[src/rtl/ram2com_pkg.sv]
// Frame layout and FSM state encodings shared by the ram2com reader
// and the ADC-to-RAM packer.
package ram2com_pkg;

  localparam int unsigned DATA_LEN = 64;
  localparam int unsigned CHIP_LEN = 8;
  localparam logic [7:0]  HEAD0    = 8'h55;
  localparam logic [7:0]  HEAD1    = 8'hAA;

  typedef enum logic [3:0] {
    S_IDLE,
    S_WAIT,
    S_INIT,
    S_HEAD,
    S_READ,
    S_LOAD,
    S_SEND,
    S_SUM,
    S_DONE
  } state_t;

endpackage

[src/rtl/ram2com.sv]
// Streams one frame from the sample RAM to the link transmitter:
// two header bytes, DATA_LEN*CHIP_LEN payload bytes, then an 8-bit additive checksum.
module ram2com
  import ram2com_pkg::*;
#(
  parameter int ADDR_W = 12
) (
  input  logic              clk,
  input  logic              rst,
  input  logic              fs,
  output logic              fd,
  input  logic [ADDR_W-1:0] ram_rxa_init,
  output logic              ram_rxen,
  output logic [ADDR_W-1:0] ram_rxa,
  input  logic [7:0]        ram_rxd,
  output logic [7:0]        com_txd,
  output logic              com_txen,
  input  logic              com_ready
);

  localparam logic [9:0] LAST_BYTE = 10'(DATA_LEN * CHIP_LEN - 1);

  state_t     state;
  logic [9:0] byte_num;
  logic       head_num;
  logic [7:0] sum;

  assign ram_rxen = (state == S_READ);
  assign com_txen = (state == S_HEAD) || (state == S_SEND) || (state == S_SUM);
  assign fd       = (state == S_DONE);

  always_ff @(posedge clk) begin
    if (!rst) begin
      state    <= S_IDLE;
      ram_rxa  <= '0;
      com_txd  <= '0;
      byte_num <= '0;
      head_num <= 1'b0;
      sum      <= '0;
    end else begin
      case (state)
        S_IDLE: state <= S_WAIT;
        S_WAIT: if (fs) state <= S_INIT;
        S_INIT: begin
          ram_rxa  <= ram_rxa_init;
          byte_num <= '0;
          head_num <= 1'b0;
          sum      <= '0;
          com_txd  <= HEAD0;
          state    <= S_HEAD;
        end
        S_HEAD: if (com_ready) begin
          if (!head_num) begin
            com_txd  <= HEAD1;
            head_num <= 1'b1;
          end else begin
            state <= S_READ;
          end
        end
        S_READ: state <= S_LOAD;
        S_LOAD: begin
          com_txd <= ram_rxd;
          sum     <= sum + ram_rxd;
          state   <= S_SEND;
        end
        // Address advances only on accept, so a stalled byte is never re-read.
        S_SEND: if (com_ready) begin
          ram_rxa  <= ram_rxa + ADDR_W'(1);
          byte_num <= byte_num + 10'd1;
          if (byte_num == LAST_BYTE) begin
            com_txd <= sum;
            state   <= S_SUM;
          end else begin
            state <= S_READ;
          end
        end
        S_SUM:  if (com_ready) state <= S_DONE;
        S_DONE: if (!fs) state <= S_WAIT;
        default: state <= S_IDLE;
      endcase
    end
  end

endmodule

[config.mk]
export PLATFORM = sky130hd
export DESIGN_NAME = ram2com
export DESIGN_NICKNAME = d
export VERILOG_FILES = /design/src/rtl/ram2com_pkg.sv /design/src/rtl/ram2com.sv
export SDC_FILE = /design/constraint.sdc
export NUM_CORES = 1
export LEC_CHECK = 0
export CAP_MARGIN = 40
export CORE_MARGIN = 1
export CORE_UTILIZATION = 47
export CTS_BUF_LIST = sky130_fd_sc_hd__clkbuf_8
export DETAILED_ROUTE_END_ITERATION = 10
export PLACE_DENSITY = 0.73
export SYNTH_ARGS = -nofsm -noshare
export SYNTH_HDL_FRONTEND = slang
export SYNTH_SLANG_ARGS = --single-unit
[constraint.sdc]
create_clock -name clk -period 3.5 [get_ports clk]
set_input_delay 0.7 -clock clk [delete_from_list [all_inputs] [get_ports clk]]
set_output_delay 0.7 -clock clk [all_outputs]
set_load 0.02 [all_outputs]
==> metrics <==
Slew Viols, Final 0; leak pwr between 1 and 1.5 nW; syn nets 364; cell taking the most area after synthesis dfxtp_1; vias in the first global route roughly 2300; share of cells above drive strength 1 about 5.1%; IO buf count 46; routability cong. ~0.88; Num CTS Buffers 5; CTS tree built; Resized cells post-CTS 0; Yosys reg bits 43; Data arrival, critical path around 2.3 ns; die area between 5000 and 6000 um2; HP Class reg2reg; total core area roughly 5100 um2; CTS sink count 43; capture point of the worst reg-to-reg path com_txd[6]$_SDFFE_PN0P_; TNS Setup 0 ns; wire length per cell roughly 14 um; synth top area cells dfxtp_1, nor2_1, o21ai_0; die span in x roughly 75 um; worst skew pair latency about 0.3 ns; R2R Setup Slk 1.31 ns; Startpoint Class flop; largest net degree at the start of global routing 24; Clock Tree Root clkbuf_8; Final ANT Viol Nets 0; hold path startpoint head_num$_SDFFE_PN0P_; CTS Buffer Depth 2; Critical Path Start state[3]$_SDFFE_PN0P_; post-CTS setup buffers 0; most common cell after layout, fill and taps aside clkdlybuf4s50_1; Fin. Hold Viols 0; hpwl dp approximately 4400 um; hold_ws between 0.4 and 0.5 ns; Row Count 26; Register-to-Register Path Depth 6; Min Clock Period, post-route between 2 and 3 ns; peak fanout along the critical path 16; Post-route DRC 0; fmax 335 MHz; share of synthesized flip-flops with an asynchronous set or reset 0%; diode count 0; final net count about 400; grt total ovfl 0; first-pass detailed-route iteration total 4; hold-critical path depth 2; critical path type reg2out; sequential-to-total area share from yosys stat 33.9%; power per cell area between 300 and 400 nW/um2; outcome finished, final reports clean; Design Power about 0.0011 W; antenna violations before repair 0; syn_area_per_cell 7.69 um2; endpoint type of the worst setup path output port; GR Util All Layers a little under a quarter; number of synthesized flops with an enable pin 0; Layout Skew around 0.004 ns; via count 2533; cells after synthesis 330; area delta synth->final 24.1%; fin crit share a little under nine tenths; Post-Syn Area ~2500 um2; commonest cells after routing, fill and taps aside clkdlybuf4s50_1, dfxtp_1, nor2_1, nand2_1, o21ai_0; Worst-path clk slew roughly 0.080 ns; routed vias/inst ~5.7; htree depth 2; share of the synthesized area in the top cell type between 30% and 40%; reg-to-reg startpoint state[0]$_SDFFE_PN0P_; library cells used by synthesis between 40 and 50; Crit path required time approximately 2.8 ns; Rel. slew slack 48.2%; Slew @ Worst Pin between 0.7 and 0.8 ns; Hold EP head_num$_SDFFE_PN0P_; Max VDD drop approximately 0.00020 V; drt total wl a little over 6000 um; first-pass GRT wire length around 10000 um; most common flop cell mapped by yosys dfxtp_1; initial core utilization between 40% and 50%; # Max-Cap Violations 0; initial DRC count around 130; Yosys warning total 0; IO Count 47; Hold-fix buffers, CTS 0; RSZ-0062 raised after global routing false; DIE HEIGHT 75.5 um; final setup fails 0
==> state kept, by name, indices dropped and copies added (netlist names) <==
name,count
head_num,1
ram_rxa,12
sum,8
byte_num,10
com_txd,8
state,4
==> synth_stat cells, types with 2 or more instances <==
cell      number
dfxtp_1       43
ha_1           9
inv_1          4
nand3b_1       2
o31ai_1        7
clkbuf_1      16
and4_1         2
a21oi_1       26
xnor2_1        3
nor2_1        42
and3_1         3
nand3_1       15
a31oi_1        4
a22oi_1       12
nand2b_1       6
nand4_1        5
o22ai_1        4
nor3_1         7
a211oi_1       5
clkinv_1       2
o21ai_0       30
xor2_1         6
a21o_1         6
or3_1          6
a311oi_1       5
nor2b_1        6
nand2_1       32
==> cell families (layout without fill, tap and decap cells) <==
logic type	after synthesis	in the layout	synth area share, %
simple gates	134	134	25.7
fa+ha+maj	11	11	5.62
compound gates	109	109	27.8
flops	43	43	33.9
buf+inv	23	66	3.45
mux	1	1	0.394
xor+xnor	9	9	3.11
==> report_power, final <==
group | leakage (nW) | total, W | switching [W] | internal [W]
sequential | 0.349 | 0.000540 | 0.0000309 | 0.000509
clock | 0.0453 | 0.000314 | 0.000177 | 0.000137
combinational | 0.734 | 0.000207 | 0.000106 | 0.000101
total | 1.13 | 0.00106 | 0.000314 | 0.000747
==> how the worst max path moves through the flow <==
stage / cells past startpoint / to
6_report: 3 / fd
5_1_grt: 3 / fd
4_1_cts: 3 / fd
3_5_place_dp: 9 / sum[6]$_SDFFE_PN0N_
3_3_place_gp: 9 / sum[6]$_SDFFE_PN0N_
2_1_floorplan: 8 / sum[6]$_SDFFE_PN0N_
==> layout make-up <==
| type | count | area (um2) |
|---|---|---|
| Timing Repair Buffer | 52 | 503 |
| Inverter | 6 | 22.5 |
| Multi-Input combinational cell | 264 | 1590 |
| Tap cell | 70 | 87.6 |
| Fill cell | 497 | 1990 |
| Clock inverter | 3 | 16.3 |
| Sequential cell | 43 | 861 |
| Clock buffer | 5 | 68.8 |
==> metrics by stage <==
step	std cells	util, %	worst slack (ns)	area [um2]
2_1_floorplan	330	-	1.24	2540
3_3_place_gp	434	59.5	0.714	3060
3_5_place_dp	435	59.6	0.650	3060
4_1_cts	443	61.2	0.493	3150
5_1_grt	443	61.2	0.348	3150
6_report	443	61.2	0.518	3150
==> per-layer routing <==
metal  vias up  global-route usage, %  share of wire, %
li1       1289                      -                 -
met1      1163                   29.5                46
met2        72                   40.2                48
met3         9                   4.76               5.1
met4         0                   7.41               1.2
met5         -                      0                 0
==> worst max-delay path, stage by stage, from the launching register on <==
cell,delay (ns)
dfxtp_1,0.69
clkinv_1,0.40
nor4_1,0.25
clkdlybuf4s50_1,0.64
Power figures use the tool's default switching activity.
